### config.mk
export PLATFORM = sky130hd
export DESIGN_NAME = bus_transfer_arbiter
export DESIGN_NICKNAME = d
export VERILOG_FILES = /design/src/rtl/bus_transfer_arbiter.sv
export SDC_FILE = /design/constraint.sdc
export NUM_CORES = 1
export LEC_CHECK = 0
export CORE_ASPECT_RATIO = 1.2
export CORE_UTILIZATION = 48
export CTS_CLUSTER_DIAMETER = 30
export DETAILED_ROUTE_END_ITERATION = 10
export GPL_TIMING_DRIVEN = 0
export PLACE_DENSITY = 0.92
export SETUP_SLACK_MARGIN = 0.5
export SYNTH_ARGS = -nofsm -noshare
export SYNTH_HDL_FRONTEND = slang
export SYNTH_SLANG_ARGS = --single-unit
### constraint.sdc
create_clock -name clock -period 4.8 [get_ports clock]
set_clock_uncertainty 0.1 [all_clocks]
set_input_delay 0.96 -clock clock [delete_from_list [all_inputs] [get_ports clock]]
set_output_delay 0.96 -clock clock [all_outputs]
set_load 0.005 [all_outputs]
### src/rtl/bus_transfer_arbiter.sv
// -----------------------------------------------------------------------------
// bus_transfer_arbiter
//
// Shares one internal bus among NUM_REQ requesters. Each requester asks for a
// single register-to-register move (src -> dst). A granted move runs a fixed
// IDLE -> XFER -> ACK sequence: during XFER the bus-mux select, source output
// enable and one-hot destination enable are driven, so the destination register
// captures the bus on the edge that ends XFER. ACK returns a one-cycle done
// pulse to the winner.
//
// Arbitration is round-robin by default. Defining BUS_ARB_FIXED_PRIORITY_EN
// switches to fixed priority (lowest asserted index wins) and removes the
// round-robin pointer. Timing and handshakes are the same in both builds.
//
// Ports:
//   clock    in   rising-edge system clock
//   clear    in   asynchronous active-high reset (aborts any move in flight)
//   req      in   per-requester request, held until that requester's done
//   src_sel  in   flattened source indices, requester i at [i*REG_SEL_W +: REG_SEL_W]
//   dst_sel  in   flattened destination indices, same packing
//   grant    out  one-hot winner, high during XFER and ACK
//   bus_sel  out  bus-mux select (latched source index)
//   bus_oe   out  source drive enable, XFER only
//   rin      out  one-hot destination register enable, XFER only
//   done     out  one-cycle completion pulse to the winner, ACK only
//   busy     out  high whenever the sequencer is not idle
//
// All outputs come straight from flops; req has no combinational path to them.
// -----------------------------------------------------------------------------
module bus_transfer_arbiter #(
  parameter int NUM_REQ   = 4,
  parameter int REG_SEL_W = 4
) (
  input  logic                           clock,
  input  logic                           clear,
  input  logic [NUM_REQ-1:0]             req,
  input  logic [NUM_REQ*REG_SEL_W-1:0]   src_sel,
  input  logic [NUM_REQ*REG_SEL_W-1:0]   dst_sel,
  output logic [NUM_REQ-1:0]             grant,
  output logic [REG_SEL_W-1:0]           bus_sel,
  output logic                           bus_oe,
  output logic [(2**REG_SEL_W)-1:0]      rin,
  output logic [NUM_REQ-1:0]             done,
  output logic                           busy
);

  localparam int PTR_W   = $clog2(NUM_REQ);
  localparam int RF_SIZE = 2**REG_SEL_W;

  localparam logic [1:0] ST_IDLE = 2'b00;
  localparam logic [1:0] ST_XFER = 2'b01;
  localparam logic [1:0] ST_ACK  = 2'b10;

  logic [1:0]             state_q,   state_d;
  logic [PTR_W-1:0]       winner_q,  winner_d;
  logic [REG_SEL_W-1:0]   src_q,     src_d;
  logic [REG_SEL_W-1:0]   dst_q,     dst_d;

  logic [NUM_REQ-1:0]     grant_q,   grant_d;
  logic [REG_SEL_W-1:0]   bus_sel_q, bus_sel_d;
  logic                   bus_oe_q,  bus_oe_d;
  logic [RF_SIZE-1:0]     rin_q,     rin_d;
  logic [NUM_REQ-1:0]     done_q,    done_d;
  logic                   busy_q,    busy_d;

  logic [REG_SEL_W-1:0]   src_arr_s [NUM_REQ];
  logic [REG_SEL_W-1:0]   dst_arr_s [NUM_REQ];
  logic [PTR_W-1:0]       start_s;
  logic [PTR_W-1:0]       win_idx_s;
  logic                   win_found_s;

  // Unpack the flattened index buses so the winner can select its slice.
  for (genvar gi = 0; gi < NUM_REQ; gi++) begin : g_unpack
    assign src_arr_s[gi] = src_sel[gi*REG_SEL_W +: REG_SEL_W];
    assign dst_arr_s[gi] = dst_sel[gi*REG_SEL_W +: REG_SEL_W];
  end

`ifdef BUS_ARB_FIXED_PRIORITY_EN
  // Fixed priority: the search always begins at requester 0.
  assign start_s = '0;
`else
  logic [PTR_W-1:0] ptr_q, ptr_d;

  assign start_s = ptr_q;

  // Pointer advances past the winner only when its move is acknowledged.
  always_comb begin
    ptr_d = ptr_q;
    if (state_q == ST_ACK) begin
      ptr_d = (winner_q == PTR_W'(NUM_REQ - 1)) ? '0 : (winner_q + PTR_W'(1));
    end else begin
      ptr_d = ptr_q;
    end
  end

  // Round-robin pointer register.
  always_ff @(posedge clock or posedge clear) begin
    if (clear) begin
      ptr_q <= '0;
    end else begin
      ptr_q <= ptr_d;
    end
  end
`endif

  // Scan requesters from start_s upward with wrap; the first asserted one wins.
  always_comb begin
    int cand;
    cand        = 0;
    win_found_s = 1'b0;
    win_idx_s   = '0;
    for (int k = 0; k < NUM_REQ; k++) begin
      cand = int'(start_s) + k;
      cand = (cand >= NUM_REQ) ? (cand - NUM_REQ) : cand;
      win_idx_s   = (!win_found_s && req[cand[PTR_W-1:0]]) ? cand[PTR_W-1:0] : win_idx_s;
      win_found_s = win_found_s | req[cand[PTR_W-1:0]];
    end
  end

  // Sequencer next state plus next values of every registered output.
  always_comb begin
    state_d   = state_q;
    winner_d  = winner_q;
    src_d     = src_q;
    dst_d     = dst_q;
    grant_d   = '0;
    bus_sel_d = '0;
    bus_oe_d  = 1'b0;
    rin_d     = '0;
    done_d    = '0;
    busy_d    = 1'b0;
    case (state_q)
      ST_IDLE: begin
        if (win_found_s) begin
          state_d            = ST_XFER;
          winner_d           = win_idx_s;
          src_d              = src_arr_s[win_idx_s];
          dst_d              = dst_arr_s[win_idx_s];
          grant_d[win_idx_s] = 1'b1;
          bus_sel_d          = src_arr_s[win_idx_s];
          bus_oe_d           = 1'b1;
          rin_d[dst_arr_s[win_idx_s]] = 1'b1;
          busy_d             = 1'b1;
        end else begin
          state_d = ST_IDLE;
        end
      end
      ST_XFER: begin
        // The destination has captured the bus; acknowledge the winner.
        state_d           = ST_ACK;
        grant_d[winner_q] = 1'b1;
        done_d[winner_q]  = 1'b1;
        bus_sel_d         = src_q;
        busy_d            = 1'b1;
      end
      ST_ACK: begin
        state_d = ST_IDLE;
      end
      default: begin
        state_d = ST_IDLE;
      end
    endcase
  end

  // State, latched transfer fields and output registers; clear aborts at once.
  always_ff @(posedge clock or posedge clear) begin
    if (clear) begin
      state_q   <= ST_IDLE;
      winner_q  <= '0;
      src_q     <= '0;
      dst_q     <= '0;
      grant_q   <= '0;
      bus_sel_q <= '0;
      bus_oe_q  <= 1'b0;
      rin_q     <= '0;
      done_q    <= '0;
      busy_q    <= 1'b0;
    end else begin
      state_q   <= state_d;
      winner_q  <= winner_d;
      src_q     <= src_d;
      dst_q     <= dst_d;
      grant_q   <= grant_d;
      bus_sel_q <= bus_sel_d;
      bus_oe_q  <= bus_oe_d;
      rin_q     <= rin_d;
      done_q    <= done_d;
      busy_q    <= busy_d;
    end
  end

  assign grant   = grant_q;
  assign bus_sel = bus_sel_q;
  assign bus_oe  = bus_oe_q;
  assign rin     = rin_q;
  assign done    = done_q;
  assign busy    = busy_q;

endmodule

-- Word-level counts from Yosys, hierarchy flattened
Cells that the tools add are included.
- register bits after elaboration: 40
- output and inout bits: 30
- logic and storage cells: 92
- add/sub/neg operators: 8
- magnitude comparators: 15
- equal/unequal tests: 3
- mux-type cells: 41
- bitwise gates (word level): 4
- reduce and logical (&&, ||, !) cells: 11
- operator list (cell ; number):
    16-bit 2-to-1 mux ; 2
    4-bit 2-to-1 mux ; 7
    2-bit by 3-bit < comparator with 1-bit output (second input constant) ; 6
    2-bit 2-to-1 mux ; 9
    4-bit binary-select mux with 2-bit select ; 2
    4-bit one-hot mux with 2 select lines ; 2
    3-bit greater-or-equal comparator (second input constant) ; 4
    1-bit 2-to-1 mux ; 10
    1-bit binary-select mux with 2-bit select ; 4
    2-bit by 1-bit subtractor with 2-bit output (second input constant) ; 4
    2-bit by 2-bit adder with 3-bit output (second input constant) ; 2
    1-bit logical AND ; 6
    4-bit by 5-bit < comparator with 1-bit output (second input constant) ; 1
    1-bit demux with 2-bit select ; 2
    1-bit demux with 4-bit select ; 1
    2-bit equality test (second input constant) ; 2
    2-bit by 1-bit greater-or-equal comparator with 1-bit output (second input constant) ; 2
    4-bit by 1-bit greater-or-equal comparator with 1-bit output (second input constant) ; 1
    2-bit one-hot mux with 2 select lines ; 1
    2-bit by 1-bit adder with 3-bit output (second input constant) ; 1
    2-bit by 3-bit greater-or-equal comparator with 1-bit output (second input constant) ; 1
    1-bit logical NOT ; 3
    2-bit NOT with 3-bit output ; 1
    1-bit OR ; 3
    other kinds (5) ; 5

-- Logic depth before layout (Yosys ltp)
Gate-level depths: netlist (run 1).
- depth after elaboration: 20
- depth in mapped cells: 7

-- Worst setup path before layout (run 1)
No wires, ideal clock.
- kind: input to register
- from: input req[0]
- to: register src_q[0]
- setup time: 0.125 ns
- arrival time: 2.170 ns
- required time: 4.575 ns
- path slack: 2.405 ns
- stages: 7
- cell sequence: nand2_1 > or2_2 > nand3_2 > buf_4 > mux2i_1 > mux2i_1 > mux2_2
- word-level cells in the longest chain between the ends: 11
- elaborated cells on any way between the ends: 26
- those cells by class: mux (15); bitwise (4); reduce/logical (7)
- ends and longest elaborated chain (item ; RTL line ; RTL):
    start: declaration ; 36 ; input logic [NUM_REQ-1:0] req,
    1-bit binary-select mux with 2-bit select ; 115, 116 ;
    1-bit 2-to-1 mux (implied by the code) ; 115, 116 ;
    1-bit logical NOT or 1-bit OR (tied branches) ; 115, 116 ;
    1-bit logical AND (tied with other cells) ; 115 ; win_idx_s = (!win_found_s && req[cand[PTR_W-1:0]]) ? cand[PTR_W-1:0] : win_idx_s;
    2-bit 2-to-1 mux (tied with other cells) ; 115 ;
    2-bit 2-to-1 mux or 1-bit logical AND (tied branches) ; 115 ;
    2-bit 2-to-1 mux ; 115 ;
    2-bit NOT with 3-bit output (implied by the code) ; 137 ; src_d = src_arr_s[win_idx_s];
    4-bit binary-select mux with 2-bit select ; 137 ;
    4-bit 2-to-1 mux (implied by the code) (2 in a row) ; 137 ;
    end signal: assignment ; 181 ; src_q <= src_d;
    end: declaration ; 56 ; logic [REG_SEL_W-1:0] src_q, src_d;
Parallel ways exist; a longest one is shown, timed or not. The select of a mux whose other input is x is not followed.
A chain may end at the register's enable or synchronous reset.

-- Worst setup path in the final report (run 1)
- from: input req[2]
- to: register rin_q[10], in the netlist rin[10]
- word-level cells in the longest chain between the ends: 17
- elaborated cells on any way between the ends: 32
- those cells by class: order compare (2); mux (19); bitwise (4); reduce/logical (7)
- ends and longest elaborated chain (item ; RTL line ; RTL):
    1-bit binary-select mux with 2-bit select ; 115, 116 ;
    1-bit 2-to-1 mux (implied by the code) ; 115, 116 ;
    1-bit logical NOT or 1-bit OR (tied branches) ; 115, 116 ;
    1-bit logical AND (tied with other cells) ; 115 ;
    2-bit 2-to-1 mux (tied with other cells) ; 115 ;
    2-bit 2-to-1 mux or 1-bit logical AND (tied branches) ; 115 ;
    2-bit 2-to-1 mux ; 115 ;
    2-bit NOT with 3-bit output (implied by the code) ; 142 ; rin_d[dst_arr_s[win_idx_s]] = 1'b1;
    4-bit binary-select mux with 2-bit select ; 142 ;
    4-bit 2-to-1 mux (implied by the code) (2 in a row) ; 142 ;
    4-bit by 5-bit < comparator with 1-bit output (implied by the code) or 4-bit by 1-bit greater-or-equal comparator with 1-bit output (tied branches) ; 142 ;
    1-bit logical AND (implied by the code) ; 142 ;
    1-bit 2-to-1 mux (implied by the code) ; 142 ;
    1-bit demux with 4-bit select ; 142 ;
    16-bit 2-to-1 mux * ; 134 ; if (win_found_s) begin
    16-bit 2-to-1 mux * ; 132 ; case (state_q)
    net rin_d[10] ; 62 ; logic [RF_SIZE-1:0] rin_q, rin_d;
    end signal: assignment ; 186 ; rin_q <= rin_d;
    end: declaration ; 62 ;
The timed path passes the listed nets; every way through them passes the cells marked *. The select of a mux whose other input is x is not followed.

==> metrics.md, run 1 <==
| Metric | Value |
|---|---|
| CP Cell Sequence | clkdlybuf4s50_1 -> mux2i_2 -> nor2_2 -> nor3_4 -> mux2i_1 -> mux2i_2 -> nor3_1 |
| Library cells used by synthesis | 46 |
| Hpwl dp | 3321 um |
| R2R depth | 6 |
| TritonCTS clock tree | built |
| Syn nets | 199 |
| Resized cells post-CTS | 0 |
| Setup violators final | 0 |
| DRT antenna net count | 0 |
| Worst Max-Slew Pin Slew | 0.6755 ns |
| IO Count | 68 |
| RSZ-0062 raised after global routing | no |
| Post-synth EDFFs | 0 |
| Initial antenna violation count | 0 |
| Placed instance count | 277 |
| Clock slew at reported path FFs | 0.07 ns |
| Number of setup buffers added after CTS | 0 |
| H-tree Lvls | 2 |
| Final worst slack | 1.762 ns |
| Largest net degree at the start of global routing | 25 |
| Max Fclk | 329.2 MHz |
| Post-synthesis cell count | 157 |
| PortBufs | 67 |
| Worst-skew pair later-pin latency | 0.29 ns |
| Worst hold-check path type | flop to flop |
| Total grt overflow | 0 |
| Critical Path Stages | 7 |
| DRC | 0 |
| Fillcell total | 267 |
| WP data required | 4.89 ns |
| Initial DRC Count | 52 |
| Vias | 1565 |
| CP startpoint kind | primary input |
| Hold Path Cell Cnt | 1 |
| Critical path peak fanout | 8 |
| Kind of critical path | primary input to flop |
| Main synth FF type | dfrtp_1 |
| Total power after layout | 1.505 mW |
| Place WS | 1.609 ns |
| Max-slew violations | 0 |
| Worst IR Drop VDD | 0.3022 mV |
| Final #Nets | 274 |
| Vias in the first global route | 1547 |
| Vias per inst | 5.491 |
| Outcome | finished clean |
| Chip Height | 71.23 um |
| Mapped Area | 1917 um2 |
| Ant diodes | 0 |
| CTS sink cnt | 40 |
| Final WL | 4651 um |
| Synth async-reset ratio | 1.000 |
| Most used cell, CP | mux2i_2 |
| CTS Hold Bufs | 0 |
| Fin util | 0.7537 |
| Sum Neg Setup Slack | 0 ns |
| Final period utilization | 0.6329 |
| GRT Overall Usage | 0.2410 |
| 1st-pass router iterations | 4 |
| Routed WL per cell | 16.32 um |
| Final min period | 3.038 ns |
| Chip width | 59.69 um |
| CP arrival | 3.13 ns |
| Seq cells post-synth | 40 |
| Crit path buf inv count | 1 |
| Root Buffer | clkbuf_8 |
| TritonCTS buffer count | 5 |
| Layout area overhead | 46.41% |
| Post-synthesis area per instance | 12.21 um2 |
| Maxcap violations | 0 |
| Non-Filler Instances | 285 |
| Peak per-stage delay on the critical path | 0.52 ns |
| Leakage | 1.246 nW |
| Setup crit end kind | flop |
| Layout cells sized above 1 | 0.1502 |
| Final Hold Violating Endpoints | 0 |
| Pwr Density | 536.1 nW/um2 |
| Register area share after synthesis | 0.5222 |
| RD Place Congestion | 0.7973 |
| Crit path max-delay family | multiplexers |
| Synth Warn # | 0 |
| DIE AREA | 4251 um2 |
| First-pass GRT wire length | 7258 um |
| Slowest cell on the critical path | clkdlybuf4s50_1 |
| Core box area | 3724 um2 |
| Max transition margin | 0.5492 |
| Site Rows | 24 |
| Clock Path Buffers | 2 |
| Initial Utilization | 0.5148 |
[cells in the mapped netlist, drive strengths merged, types with 2 or more instances]
| cell | n | area, um2 |
|---|---|---|
| mux2i | 19 | 201.4 |
| a22o | 4 | 35.03 |
| mux2 | 7 | 86.33 |
| o21ai | 4 | 20.01 |
| nand3 | 6 | 35.03 |
| and2 | 4 | 25.02 |
| dfrtp | 40 | 1001 |
| nor3 | 15 | 91.34 |
| nand2 | 4 | 15.01 |
| o31ai | 3 | 22.52 |
| o211ai | 2 | 20.02 |
| a21oi | 5 | 25.02 |
| and3b | 2 | 18.77 |
| nor2b | 3 | 18.77 |
| o21bai | 3 | 22.52 |
| nand4 | 2 | 12.51 |
| nor2 | 3 | 21.27 |
| ha | 4 | 50.05 |
| or2 | 3 | 21.27 |
| nand2b | 2 | 12.51 |
| clkbuf | 3 | 11.26 |
| and3 | 4 | 27.52 |
| inv | 4 | 15.01 |
[path summary, 6_finish.rpt]
kind / slack [ns] / startpoint / end
worst min-delay path: 0.39 / src_q[0] / bus_sel[0]
worst max-delay path: 1.76 / req[2] / rin[10]
max in group asynchronous: 3.07 / clear / ptr_q[1]
worst min register to register: 0.39 / src_q[0] / bus_sel[0]
min in group asynchronous: 0.98 / clear / rin[3]
worst max register to register: 2.48 / ptr_q[1] / rin[10]
[registers in the layout, summed over array words and instances, names as in the netlist]
signal and flops:
bus_oe 1, bus_sel 4, busy 1, done 4
grant 4, ptr_q 2, rin 16, src_q 4
state_q 2, winner_q 2
[cells by family after synthesis]
logic type	after synthesis	synth area share
buffers and inverters	8	0.01762
muxes	26	0.1501
and+or+nand+nor	51	0.1664
AOI/OAI and AO/OA	28	0.1175
adders and majority gates	4	0.02611
DFF	40	0.5222
[layout make-up]
| type | instances | area, um2 | share of cell area |
|---|---|---|---|
| inverters | 4 | 15.01 | 0.005350 |
| multi-input cells | 109 | 882.1 | 0.3143 |
| flip-flops and latches | 40 | 1001 | 0.3567 |
| repair buffers | 68 | 698.2 | 0.2488 |
| clock inverters | 1 | 30.03 | 0.01070 |
| well taps | 52 | 65.06 | 0.02318 |
| clock buffers | 7 | 96.34 | 0.03433 |
| plain buffers | 4 | 18.77 | 0.006687 |
[per-layer routing]
layer  vias up  global-route usage  routed length [um]
met5         -                   0                   0
met4         0              0.1344                 133
met3        13             0.06137                 245
met2        57              0.4370                2603
met1       766              0.2415                1668
li1        729                   -                   -
[power by group]
part	total [mW]	leakage, nW	switching [mW]	internal, mW
clock	0.298	0.0645	0.115	0.183
combinational	0.705	0.658	0.344	0.361
sequential	0.502	0.524	0.0564	0.445
[through the flow]
step / area [um2] / hold slack, ns
floorplan: 1917 / 0.3620
global placement: 2653 / 0.3664
detailed placement: 2680 / 0.3744
CTS: 2806 / 0.3919
global route: 2806 / 0.4363
finish: 2806 / 0.3940
[cells in the final DEF, fill, tap and decap left out, drive strengths merged]
master and instances:
a21oi 5, or3 1, and3 4, dfrtp 40, nand4 2, a21o 1, o21ai 4, mux2i 19
nand3b 1, ha 4, nand2 4, clkbuf 10, inv 4, a22o 4, clkdlybuf4s50 67, nor3 15
nor2 3, and2 4, nor4 1, a221oi 1, o21ba 1, bufinv 1, o2bb2ai 1, mux2 7
o32ai 1, o31ai 3, nand3 6, a221o 1, and3b 2, nand2b 2, o2bb2a 1, nor2b 3
or2 3, buf 2, o211ai 2, o21bai 3
Power figures use the tool's default switching activity.
==> inputs of run 2 (changes only) <==
Settings changed: CORE_UTILIZATION 48 to 40, PLACE_DENSITY 0.92 to 0.82.
Clock period 4.8 ns to 2.7 ns, I/O delays scaled along.
==> run 2 against run 1 <==
Against the previous run:
- sequential share of layout area is 1.1 points lower
- die area is 19% higher
- final cell count is 4.6% higher
- global-route usage is 4.9 points lower
- power is 79% higher
- via count is 1.7% lower
- utilization is 12 points lower
- worst hold slack better by 0.0017 ns
- clock-buffer cell count is 1 lower
- cell area is 3.3% higher
- clock power is 21% higher
- register-to-register slack worse by 1.9 ns
- largest cell class unchanged
==> metrics.md, run 2 (same netlist as run 1, synthesis figures left out) <==
| Metric | Value |
|---|---|
| Setup violators final | 0 (unchanged) |
| Clock slew at reported path FFs | 0.07 ns (about the same) |
| Routed WL per cell | 15.45 um (was 16.32 um) |
| Outcome | finished clean (unchanged) |
| DRT antenna net count | 0 (unchanged) |
| Layout area overhead | 51.18% (was 46.41%) |
| Max Fclk | 460.7 MHz |
| 1st-pass router iterations | 4 (unchanged) |
| Clock network power share | 0.134 (was 0.198) |
| Vias per inst | 5.161 (was 5.491) |
| Sum Neg Setup Slack | 0 ns (unchanged) |
| WP data required | 2.78 ns (was 4.89 ns) |
| Worst R2R Setup Slack | 0.60 ns (was 2.48 ns) |
| Site Rows | 27 (was 24) |
| Worst hold-check path type | flop to flop (unchanged) |
| Initial Utilization | 0.4172 (was 0.5148) |
| Critical path peak fanout | 8 (unchanged) |
| Largest net degree at the start of global routing | 41 (was 25) |
| Largest register FFs | 16 (unchanged) |
| R2r startpoint | ptr_q[1] (unchanged) |
| Initial DRC Count | 51 (was 52) |
| Final worst slack | 0.5295 ns (was 1.762 ns) |
| Final min period | 2.171 ns |
| RD Place Congestion | 0.7158 (was 0.7973) |
| Total power after layout | 2.699 mW (was 1.505 mW) |
| Hpwl dp | 3206 um (was 3321 um) |
| Leakage | 1.272 nW (was 1.246 nW) |
| CTS sink cnt | 40 (unchanged) |
| Chip width | 65.20 um (was 59.69 um) |
| Vias | 1538 (was 1565) |
| Vias in the first global route | 1564 (was 1547) |
| Commonest non-fill, non-tap cell in the layout | clkdlybuf4s50_1 (unchanged) |
| CP arrival | 2.25 ns (was 3.13 ns) |
| TritonCTS clock tree | built (unchanged) |
| Worst Max-Slew Pin Slew | 0.7919 ns (was 0.6755 ns) |
| Layout cells sized above 1 | 0.2083 (was 0.1502) |
| Sequential share of power | 0.331 (was 0.333) |
| Max transition margin | 0.4713 (was 0.5492) |
| Kind of critical path | primary input to flop (unchanged) |
| H-tree Lvls | 2 (unchanged) |
| Root Buffer | clkbuf_8 (unchanged) |
| P_sw | 947.8 uW (was 514.7 uW) |
| Setup crit end kind | flop (unchanged) |
| Ant diodes | 0 (unchanged) |
| DRC | 0 (unchanged) |
| Maxcap violations | 0 (unchanged) |
| TritonCTS buffer count | 5 (unchanged) |
| Final period utilization | 0.8039 |
| Clock Path Buffers | 2 (unchanged) |
| Place WS | -0.06883 ns (was 1.609 ns) |
| Initial antenna violation count | 0 (unchanged) |
| RSZ-0062 raised after global routing | no (unchanged) |
| Design area | 2898 um2 (was 2806 um2) |
| Switch share | 0.3511 (was 0.3421) |
| PortBufs | 67 (unchanged) |
| Total grt overflow | 0 (unchanged) |
| Combinational power share | 0.535 (was 0.469) |
| Reg2reg end | rin[14] (was rin[10]) |
| DIE AREA | 5074 um2 (was 4251 um2) |
| Final #Nets | 282 (was 274) |
| IO Count | 68 (unchanged) |
| R2R depth | 7 (was 6) |
| Final WL | 4604 um (was 4651 um) |
| CP startpoint kind | primary input (unchanged) |
| Pwr Density | 931.4 nW/um2 (was 536.1 nW/um2) |
| Critical Path Start | req[0] (was req[2]) |
| GRT Overall Usage | 0.1921 (was 0.2410) |
| First-pass GRT wire length | 7320 um (was 7258 um) |
| Worst IR Drop VDD | 0.4349 mV (was 0.3022 mV) |
| Core box area | 4594 um2 (was 3724 um2) |
| Final Hold Violating Endpoints | 0 (unchanged) |
| Max-slew violations | 0 (unchanged) |
| Worst-skew pair later-pin latency | 0.29 ns (about the same) |
| Critical Path End | rin[14] (was rin[10]) |
| CTS Hold Bufs | 0 (unchanged) |
| Internal power | 1.751 mW (was 990.0 uW) |
| Hold WS | 0.3957 ns (was 0.3940 ns) |
| Chip Height | 77.83 um (was 71.23 um) |
| Area post-placement | 2660 um2 (was 2680 um2) |
| Commonest cells after routing, fill and taps aside | 63 x clkdlybuf4s50_1, 40 x dfrtp_1, 13 x mux2i_1, 13 x nor3_1, 7 x buf_4 (was 67 x clkdlybuf4s50_1, 40 x dfrtp_1, 16 x mux2i_1) |
-- run 2: power groups by stage --
| stage | Combinational (mW) | Clock (mW) | Sequential (mW) |
|---|---|---|---|
| 2_1_floorplan | 0.752 | 0 | 0.900 |
| 3_3_place_gp | 1.19 | 0 | 0.891 |
| 3_5_place_dp | 1.22 | 0 | 0.898 |
| 4_1_cts | 1.36 | 0.372 | 0.889 |
| 5_1_grt | 1.57 | 0.405 | 0.914 |
| 6_report | 1.44 | 0.361 | 0.893 |
-- run 2: worst min path at each step --
| stage | from | to | slack, ns | cells after the start |
|---|---|---|---|---|
| 2_1_floorplan | src_q[0] | bus_sel[0] | 0.36 | 1 |
| 3_3_place_gp | src_q[1] | bus_sel[1] | 0.37 | 1 |
| 3_5_place_dp | src_q[1] | bus_sel[1] | 0.38 | 1 |
| 4_1_cts | src_q[1] | bus_sel[1] | 0.39 | 1 |
| 5_1_grt | src_q[1] | bus_sel[1] | 0.42 | 1 |
| 6_report | src_q[1] | bus_sel[1] | 0.40 | 1 |
-- run 2: area by class of cell --
type / instances / area [um2]
clock inverter: 1 / 5.005
fill: 362 / 1697
buffer: 4 / 26.28
inverter: 4 / 15.01
multi-input combinational: 109 / 950.9
clock buffer: 6 / 72.57
sequential: 40 / 1001
tap: 58 / 72.57
timing repair buffer: 76 / 754.5
-- run 2: critical path, cell delays in order --
cell and delay (ns):
dlygate4sd2_1 0.29, nand2_2 0.11, nor2_1 0.28, nor3_4 0.09, buf_12 0.15, mux2i_4 0.19
mux2_4 0.33, nor3_1 0.26
-- run 2: per-layer routing --
layer  vias to the layer above  global-route usage  part of all wire
li1                        737                   -                 -
met1                       744              0.1960              0.36
met2                        49              0.3649              0.56
met3                         8             0.04118             0.051
met4                         0             0.07826             0.020
met5                         -                   0                 0
-- run 2: through the flow --
| step | instances | util |
|---|---|---|
| global placement | 282 | 0.5790 |
| CTS | 297 | 0.6201 |
| floorplan | 157 | - |
| finish | 298 | 0.6307 |
| global route | 298 | 0.6307 |
| detailed placement | 282 | 0.5790 |
-- run 2: what timing repair did --
item	4_1_cts	5_1_grt
setup buffers	8	1
pin swaps	4	2
resized for setup	13	7
setup endpoints to repair	26	20
